[config.mk]
export PLATFORM = sky130hd
export DESIGN_NAME = instr_fetch_queue_flat
export DESIGN_NICKNAME = d
export VERILOG_FILES = /design/src/rtl/instr_fetch_queue_pkg.sv /design/src/rtl/instr_fetch_queue_if.sv /design/src/rtl/instr_fetch_queue_fifo.sv /design/src/rtl/instr_fetch_queue.sv /design/src/flat_wrapper.sv
export SDC_FILE = /design/constraint.sdc
export NUM_CORES = 1
export LEC_CHECK = 0
export ABC_AREA = 1
export CAP_MARGIN = 25
export CORE_ASPECT_RATIO = 1.4
export CORE_MARGIN = 5
export CORE_UTILIZATION = 50
export CTS_BUF_LIST = sky130_fd_sc_hd__clkbuf_16
export DETAILED_ROUTE_END_ITERATION = 8
export GPL_ROUTABILITY_DRIVEN = 0
export PLACE_DENSITY = 0.77
export SLEW_MARGIN = 20
export SYNTH_ARGS = -nofsm -noshare
export SYNTH_HDL_FRONTEND = slang
export SYNTH_SLANG_ARGS = --single-unit
[constraint.sdc]
create_clock -name clock -period 1.6 [get_ports clock]
set_input_delay 0.4 -clock clock [delete_from_list [all_inputs] [get_ports clock]]
set_output_delay 0.4 -clock clock [all_outputs]
set_load 0.03 [all_outputs]
[src/rtl/instr_fetch_queue_pkg.sv]
// Shared widths, fetch entry layout and decode helpers
// for the instruction fetch queue.
package instr_fetch_queue_pkg;
  localparam int INSTR_W = 16;
  localparam int PC_W    = 32;
  localparam int IADDR_W = 12;
  localparam int OPC_HI  = 15;
  localparam int OPC_LO  = 12;

  localparam logic [PC_W-1:0] PC_INC = 32'd1;

  typedef struct packed {
    logic [PC_W-1:0]    pc;
    logic [INSTR_W-1:0] instr;
  } fetch_entry_t;

  function automatic logic [3:0] opcode(
    input logic [INSTR_W-1:0] instr
  );
    return instr[OPC_HI:OPC_LO];
  endfunction
endpackage

[src/rtl/instr_fetch_queue_if.sv]
// Fetch queue bus: imem req/ack side, decode
// valid/ready side and branch redirect.
interface instr_fetch_queue_if;
  import instr_fetch_queue_pkg::*;

  logic               redirect_valid;
  logic [PC_W-1:0]    redirect_pc;
  logic               imem_req;
  logic [IADDR_W-1:0] imem_addr;
  logic               imem_ack;
  logic [INSTR_W-1:0] imem_rdata;
  logic               if_valid;
  logic [INSTR_W-1:0] if_instr;
  logic [PC_W-1:0]    if_pc;
  logic               if_ready;
  logic [PC_W-1:0]    fetch_pc;

  modport master (
    input  redirect_valid, redirect_pc,
    input  imem_ack, imem_rdata, if_ready,
    output imem_req, imem_addr,
    output if_valid, if_instr, if_pc,
    output fetch_pc
  );

  modport slave (
    output redirect_valid, redirect_pc,
    output imem_ack, imem_rdata, if_ready,
    input  imem_req, imem_addr,
    input  if_valid, if_instr, if_pc,
    input  fetch_pc
  );
endinterface

[src/rtl/instr_fetch_queue_fifo.sv]
// First-word-fall-through prefetch FIFO of
// {pc, instr} entries with synchronous flush.
module fetch_fifo
  import instr_fetch_queue_pkg::*;
#(
  parameter int DEPTH = 4
) (
  input  logic         clock,
  input  logic         reset,
  input  logic         flush,
  input  logic         push,
  input  fetch_entry_t wdata,
  input  logic         pop,
  output fetch_entry_t head,
  output logic         empty,
  output logic         full
);
  localparam int AW = $clog2(DEPTH);
  localparam int CW = AW + 1;
  localparam logic [CW-1:0] FULL = CW'(DEPTH);

  fetch_entry_t  mem [DEPTH];
  logic [AW-1:0] wr_ptr;
  logic [AW-1:0] rd_ptr;
  logic [CW-1:0] count;
  logic          do_push;
  logic          do_pop;

  assign empty   = (count == '0);
  assign full    = (count == FULL);
  assign do_pop  = pop && !empty;
  assign do_push = push && (!full || do_pop);
  assign head    = mem[rd_ptr];

  always_ff @(posedge clock or negedge reset) begin
    if (!reset) begin
      wr_ptr <= '0;
      rd_ptr <= '0;
      count  <= '0;
      for (int i = 0; i < DEPTH; i++) mem[i] <= '0;
    end else if (flush) begin
      wr_ptr <= '0;
      rd_ptr <= '0;
      count  <= '0;
    end else begin
      if (do_push) begin
        mem[wr_ptr] <= wdata;
        wr_ptr      <= wr_ptr + AW'(1);
      end
      if (do_pop) rd_ptr <= rd_ptr + AW'(1);
      unique case ({do_push, do_pop})
        2'b10:   count <= count + CW'(1);
        2'b01:   count <= count - CW'(1);
        default: ;
      endcase
    end
  end
endmodule

[src/rtl/instr_fetch_queue.sv]
// Fetch stage: PC, single-outstanding imem read,
// redirect with drop of a stale in-flight read.
module instr_fetch_queue
  import instr_fetch_queue_pkg::*;
#(
  parameter int DEPTH = 4
) (
  input logic                 clock,
  input logic                 reset,
  instr_fetch_queue_if.master bus
);
  logic               outstanding;
  logic               drop;
  logic [PC_W-1:0]    fetch_pc;
  logic [IADDR_W-1:0] req_addr;
  logic               empty;
  logic               full;
  logic               ack;
  logic               issue;
  logic               push;
  logic               pop;
  fetch_entry_t       head;
  fetch_entry_t       wdata;

  assign ack   = outstanding && bus.imem_ack;
  assign issue = !outstanding && !full &&
                 !bus.redirect_valid;
  assign push  = ack && !drop && !bus.redirect_valid;
  assign pop   = !empty && bus.if_ready;
  assign wdata = '{pc: fetch_pc, instr: bus.imem_rdata};

  fetch_fifo #(.DEPTH(DEPTH)) u_fifo (
    .clock (clock),
    .reset (reset),
    .flush (bus.redirect_valid),
    .push  (push),
    .wdata (wdata),
    .pop   (pop),
    .head  (head),
    .empty (empty),
    .full  (full)
  );

  // req_addr is latched at issue so a redirect cannot
  // move the address of a read already in flight.
  always_ff @(posedge clock or negedge reset) begin
    if (!reset) begin
      outstanding <= 1'b0;
      drop        <= 1'b0;
      fetch_pc    <= '0;
      req_addr    <= '0;
    end else begin
      if (bus.redirect_valid) fetch_pc <= bus.redirect_pc;
      else if (push)          fetch_pc <= fetch_pc + PC_INC;
      if (ack) begin
        outstanding <= 1'b0;
        drop        <= 1'b0;
      end else if (issue) begin
        outstanding <= 1'b1;
        req_addr    <= fetch_pc[IADDR_W-1:0];
      end
      if (bus.redirect_valid && outstanding && !bus.imem_ack)
        drop <= 1'b1;
    end
  end

  assign bus.imem_req  = outstanding;
  assign bus.imem_addr = req_addr;
  assign bus.if_valid  = !empty;
  assign bus.if_instr  = head.instr;
  assign bus.if_pc     = head.pc;
  assign bus.fetch_pc  = fetch_pc;
endmodule
[src/flat_wrapper.sv]
// flat-port wrapper written by rule: the top's interface ports become plain ports
module instr_fetch_queue_flat import instr_fetch_queue_pkg::*;
#(
  parameter int DEPTH = 4
)
  (clock, reset, bus_redirect_valid, bus_redirect_pc, bus_imem_ack, bus_imem_rdata, bus_if_ready, bus_imem_req, bus_imem_addr, bus_if_valid, bus_if_instr, bus_if_pc, bus_fetch_pc);
  instr_fetch_queue_if bus_i ();
  input logic clock;
  input logic reset;
  input wire logic [$bits(bus_i.redirect_valid)-1:0] bus_redirect_valid;
  input wire logic [$bits(bus_i.redirect_pc)-1:0] bus_redirect_pc;
  input wire logic [$bits(bus_i.imem_ack)-1:0] bus_imem_ack;
  input wire logic [$bits(bus_i.imem_rdata)-1:0] bus_imem_rdata;
  input wire logic [$bits(bus_i.if_ready)-1:0] bus_if_ready;
  output wire logic [$bits(bus_i.imem_req)-1:0] bus_imem_req;
  output wire logic [$bits(bus_i.imem_addr)-1:0] bus_imem_addr;
  output wire logic [$bits(bus_i.if_valid)-1:0] bus_if_valid;
  output wire logic [$bits(bus_i.if_instr)-1:0] bus_if_instr;
  output wire logic [$bits(bus_i.if_pc)-1:0] bus_if_pc;
  output wire logic [$bits(bus_i.fetch_pc)-1:0] bus_fetch_pc;
  assign bus_i.redirect_valid = bus_redirect_valid;
  assign bus_i.redirect_pc = bus_redirect_pc;
  assign bus_i.imem_ack = bus_imem_ack;
  assign bus_i.imem_rdata = bus_imem_rdata;
  assign bus_i.if_ready = bus_if_ready;
  assign bus_imem_req = bus_i.imem_req;
  assign bus_imem_addr = bus_i.imem_addr;
  assign bus_if_valid = bus_i.if_valid;
  assign bus_if_instr = bus_i.if_instr;
  assign bus_if_pc = bus_i.if_pc;
  assign bus_fetch_pc = bus_i.fetch_pc;
  instr_fetch_queue #(.DEPTH(DEPTH)) u_core (.clock(clock), .reset(reset), .bus(bus_i));
endmodule
==> impl_metrics.ini, run 1 <==
[outcome]
status = finished, violations left
violations = setup timing

[layout]
drive_gt1_share_pct = 41.56
area_growth_pct = 60.65
diodes = 0
fin_util_pct = 81.16
fillers = 1240
final_area_mm2 = 0.01932
fin_nets = 1820

[setup_path]
cp_top_family = compound AO/OA/AOI/OAI gates
slowest_stage = dfrtp_2
critPathKind = reg -> out
crit_buf_inv = 2
cp_cell_sequence = buf_8, o21ai_0, o22ai_2, buf_12
cp.required_ns = 1.20
arrival_ns = 2.01
cpPeakStageDelay_ns = 0.51
critPathCaptureType = primary output
path_max_fanout = 24
crit_path_start_kind = flip-flop

[cts]
cts.sinks = 245
cts_tree = done
root_buffer = clkbuf_16
clockBufferDepth = 3
clk_transition_reported_paths_ns = 0.06
cts_buffers = 25
cts_htree_levels = 1
clk_latency_ns = 0.53

[sta]
hold_ws_ns = 0.3497
max_slew_margin_pct = 68.04
fin_ws_ns = -0.8116
clock-skew-final_ns = 0.01138
finalHoldViolations = 0
setup_tns_ns = -80.49
finalSetupViolations = 283
fmax_mhz = 414.7
drv_slew = 0
worst_pin_slew_ns = 0.4744
timing.final.crit_share_pct = 150.7
rsz0062_at_grt = true
final.min_clock_period_ns = 2.412

[power]
powerDensity_mw_per_mm2 = 1355
power_frac_comb_pct = 43.2
switching_power_mw = 10.16
p_leak_nw = 9.083
ir_worst_vdd_mv = 1.100
p_int_mw = 16.03
swShare_pct = 38.79
seqPwrFrac_pct = 34.1
p_clk_share_pct = 22.7

[logic_synthesis]
synth_top_area_share_pct = 50.97
synth_nets = 1535
synth.area.top_cells = dfrtp_1, nand2_1, o21a_1
synth_commonest_cells = nand2_1, dfrtp_1, nor2_1
avgSynthCellArea_um2 = 8.149
yosysUniqueCellTypes = 32
synth_top_cell_by_area = dfrtp_1
post-synth-top-count-cell = nand2_1
ys_ff_latch = 245
syn_area_mm2 = 0.01203
async_flop_share_pct = 100.0
ys_seq_area_share_pct = 50.97
ys_warn_count = 0
synth_flop_cell = dfrtp_1
synth_cells = 1476
synth-edff-count = 0

[routing]
drtPass1Iterations = 5
wirelength_um = 53390
drt_iter0_drc = 1176
drc = 0
final_antenna_net_count = 0
viasPerCell = 6.369
num_vias = 13300
wl_per_cell_um = 25.57

[die]
coreArea_mm2 = 0.02381
row_count = 67
io-pin-count = 147
start_util_pct = 50.52
die-width_um = 141.1
fp.dieH_um = 193.5
die_area_mm2 = 0.02730

[place]
hpwl_um = 24170
place_area_mm2 = 0.01530
place_ws_ns = -0.6326
place.port_buffers = 146

[global_route]
antenna_found_initial = 0
grt_max_degree = 64
grt_pass1_wl_um = 64330
grt_usage_pct = 29.01
grt_overflow = 0
grt_pass1_vias = 12400

[job]
cap_violations = 0

[hold_path]
hold_path.class = in -> async
==> cell families after synthesis <==
group,after synthesis,synth area share (%)
AO/OA/AOI/OAI,380,18.85
flip-flops,245,50.97
XOR/XNOR,10,0.7282
adder cells (fa/ha/maj),6,0.6866
AND/OR/NAND/NOR,676,22.27
buffers and inverters,159,6.491
==> sequential cells by signal, summed over array words and instances, names as in the netlist <==
| signal | flops |
|---|---|
| u_core.bus.imem_addr | 12 |
| u_core.u_fifo.rd_ptr | 2 |
| u_core.bus.imem_req | 1 |
| u_core.bus.fetch_pc | 32 |
| u_core.u_fifo.wr_ptr | 2 |
| u_core.u_fifo.count | 3 |
| u_core.u_fifo.mem | 192 |
| u_core.drop | 1 |
==> power by group through the flow <==
stage,Clock (mW),Combinational [mW],Sequential [mW]
after CTS,5.81,10.2,8.51
final,5.95,11.3,8.92
after floorplan,0,5.31,8.74
after detailed placement,0,9.68,8.54
after global placement,0,9.53,8.48
after global routing,6.21,11.8,8.98
==> layout make-up <==
class | count | area, um^2 | share of cell area [%]
flip-flops and latches | 245 | 6142 | 31.79
well taps | 310 | 387.9 | 2.007
clock buffers | 25 | 625.6 | 3.238
multi-input cells | 1072 | 7099 | 36.74
repair buffers | 354 | 4658 | 24.11
inverters | 63 | 245.2 | 1.269
clock inverters | 19 | 163.9 | 0.8483
==> worst reg2reg max path, cell delays in order, from the launching register on <==
cell and delay, ns:
dfrtp_1 0.41, buf_6 0.14, nor3_4 0.21, nand2_4 0.11, nand2_8 0.09, buf_12 0.11, buf_8 0.10, nor2_4 0.04
buf_12 0.16, buf_12 0.16, buf_16 0.16, o21a_1 0.19
==> stage by stage <==
step | cells | power, mW
6_report | 2088 | 26.19
5_1_grt | 2088 | 27.01
4_1_cts | 2048 | 24.48
3_5_place_dp | 1952 | 18.22
3_3_place_gp | 1952 | 18.01
2_1_floorplan | 1476 | 14.04
==> layer usage <==
layer	up-vias	routed length [um]	global-route usage [%]
met5	-	0	0
li1	5440	-	-
met4	0	5129	14.22
met3	410	4927	3.828
met1	6408	17170	34.59
met2	1041	26160	51.09
==> repair_timing <==
action / 4_1_cts / 5_1_grt
endpoints found under the setup margin: 270 / 304
pin swaps: 16 / 54
gates cloned: 18 / 28
hold buffers: 1 / 0
setup buffers: 33 / 13
resized for setup: 326 / 401
endpoints found under the hold margin: 33 / 0
==> path summary, 6_finish.rpt <==
path | to | depth (start not counted) | start | slack [ns]
setup reg to reg | u_core.u_fifo.mem[188] | 11 | u_core.u_fifo.count[1] | -0.38
setup / recovery | bus_if_pc[0] | 4 | u_core.u_fifo.rd_ptr[0] | -0.81
hold / removal | u_core.bus.imem_addr[3] | 2 | reset | 0.35
max in group asynchronous | u_core.u_fifo.mem[21] | 3 | reset | 0.57
hold reg to reg | u_core.bus.imem_addr[1] | 2 | u_core.bus.imem_addr[1] | 0.49
min in group clock | u_core.bus.fetch_pc[30] | 3 | bus_redirect_pc[30] | 0.44
==> placed cells by master, fill, tap and decap left out, drive strengths merged, types with 2 or more instances in the layout <==
master,n
bufinv,3
xor2,8
ha,5
nand3,53
buf,273
inv,66
nor2,166
clkinv,11
a31oi,2
o211ai,6
nand2,451
clkinvlp,2
o21a,112
o22ai,48
o21ai,203
a21oi,7
nor3,2
clkbuf,45
dfrtp,245
clkdlybuf4s50,51
xnor2,2
clkdlybuf4s15,8
nand4,4
Note: power is estimated with default switching activity, not from simulation.
==> run 2: changes to the inputs <==
Settings changed: TNS_END_PERCENT set to 20.
==> run 2 against run 1 <==
The flow still finishes with violations (setup timing). Count of clock-buffer cells in the layout grew 2. Sequential power shrank 2%. Combinational power shrank 13%. Register-to-register slack gained 0.15 ns. Non-clock buffer count shrank 75. Largest power group unchanged.
==> impl_metrics.ini, run 2 (synthesis gave the netlist of run 1 again) <==
[cts]
clk_transition_reported_paths_ns = 0.07
root_buffer = clkbuf_16
cts.sinks = 245
clk_latency_ns = 0.53
clockBufferDepth = 3
cts_htree_levels = 1
cts_buffers = 26
cts_tree = done

[setup_path]
cp.required_ns = 1.20
crit_start = u_core.u_fifo.rd_ptr[0]
arrival_ns = 1.88
cpPeakStageDelay_ns = 0.50
slowest_stage = dfrtp_2
r2r_end = u_core.u_fifo.count[2]
critPathCaptureType = primary output
reg2reg_depth = 10
path_max_fanout = 15
ff2ff_setup_slack_ns = -0.23
cp_cell_sequence = inv_8, buf_12, buf_6, nor2_1, o22ai_2, buf_6
r2r_start = u_core.drop
crit_path_start_kind = flip-flop
critPathKind = reg -> out
crit_path_frequent_cell = buf_6

[sta]
clock-skew-final_ns = 0.01490
timing.final.crit_share_pct = 142.2
setup_tns_ns = -36.60
hold_ws_ns = 0.3791
final.min_clock_period_ns = 2.275
worst_pin_slew_ns = 0.4555
max_slew_margin_pct = 69.63
finalSetupViolations = 172
drv_slew = 0
fmax_mhz = 439.5
rsz0062_at_grt = true
finalHoldViolations = 0
fin_ws_ns = -0.6753

[place]
place.port_buffers = 146
hpwl_um = 24390
place_ws_ns = -0.6928

[routing]
drtPass1Iterations = 5
wl_met2_um = 20290
maxUsedRoutingLayer = met4
viasPerCell = 5.772
num_vias = 11640
drt_iter0_drc = 875
wl_per_cell_um = 19.30
final_antenna_net_count = 0
wirelength_um = 38930
wl_met1_um = 14580
drc = 0
wl_met3_um = 2527

[global_route]
grt_usage_pct = 26.70
antenna_found_initial = 0
grt_max_degree = 53
grt_pass1_wl_um = 60190
grt_pass1_vias = 11790
grt_overflow = 0

[outcome]
violations = setup timing
status = finished, violations left

[die]
die_area_mm2 = 0.02730
fp.dieH_um = 193.5
coreArea_mm2 = 0.02381
row_count = 67
io-pin-count = 147
die-width_um = 141.1
start_util_pct = 50.52

[power]
switching_power_mw = 9.151
power_mw = 25.14
swShare_pct = 36.40
powerDensity_mw_per_mm2 = 1478
seqPwrFrac_pct = 34.9
p_clk_share_pct = 26.1
ir_worst_vdd_mv = 1.014
p_leak_nw = 7.824
p_int_mw = 15.99
power_frac_comb_pct = 39.0

[layout]
area_growth_pct = 41.39
drive_gt1_share_pct = 27.89
fillers = 1719
largest_reg_flops = 192
fin_nets = 1746
diodes = 0
largest_register = u_core.u_fifo.mem
fin_util_pct = 71.43
final_cell_mix = nand2_1, dfrtp_1, o21ai_1, o21a_1, buf_4
final_common_cell = nand2_1

[job]
cap_violations = 0

[hold_path]
hold_path.class = in -> async
run 2: cell count changes in the layout (fill, tap and decap cells not counted), moves of 11 or more:
cell and delta:
nand2_1 +147, buf_16 -17, buf_12 -36, clkbuf_2 +15
nand2_2 -85, o21ai_2 -64, clkbuf_16 -11, o21ai_1 +59
buf_2 -18, nand2_4 -62
run 2: routing by layer:
metal	track usage [%]	vias to the layer above
li1	-	5297
met3	3.433	113
met4	10.52	0
met2	46.81	539
met1	33.24	5693
met5	0	-
run 2: how the worst max path moves through the flow:
stage | endpoint | slack [ns] | cells after the start
floorplan | u_core.u_fifo.count[2] | -0.10 | 9
global placement | u_core.u_fifo.count[2] | -0.64 | 10
detailed placement | u_core.u_fifo.count[2] | -0.69 | 10
CTS | bus_if_pc[28] | -0.64 | 5
global route | bus_if_instr[15] | -0.71 | 6
finish | bus_if_instr[15] | -0.68 | 6
run 2: timing repair:
action | CTS | global route
setup endpoints to repair | 268 | 309
hold endpoints to repair | 40 | 0
hold buffers | 1 | 0
gates resized for setup | 232 | 188
buffers inserted | 2 | 5
gates cloned | 2 | 7
pin swaps | 1 | 13
run 2: metrics by stage:
step | cells | instance area [um^2]
2_1_floorplan | 1476 | 12720
3_3_place_gp | 1953 | 15030
3_5_place_dp | 1953 | 15030
4_1_cts | 2006 | 16410
5_1_grt | 2017 | 17010
6_report | 2017 | 17010
run 2: area by class of cell:
| cell class | count | area [um^2] | share of cell area, % |
|---|---|---|---|
| multi-input cells | 1072 | 6257 | 36.79 |
| flip-flops and latches | 245 | 6153 | 36.18 |
| repair buffers | 279 | 3033 | 17.83 |
| clock buffers | 27 | 675.6 | 3.973 |
| well taps | 310 | 387.9 | 2.281 |
| clock inverters | 21 | 252.7 | 1.486 |
| inverters | 63 | 246.5 | 1.449 |
run 2: power by group through the flow:
stage	clock network [mW]	registers [mW]	logic, mW
after floorplan	0	8.74	5.31
after global placement	0	8.48	8.67
after detailed placement	0	8.56	8.83
after CTS	6.59	8.61	9.30
after global routing	6.90	8.90	10.4
final	6.57	8.77	9.79
run 2: critical path: cells and delay by family (launching register included):
family	cells	cell delay (ns)
buffers and inverters	4	0.61
DFF	1	0.50
AOI/OAI and AO/OA	1	0.19
and+or+nand+nor	1	0.05
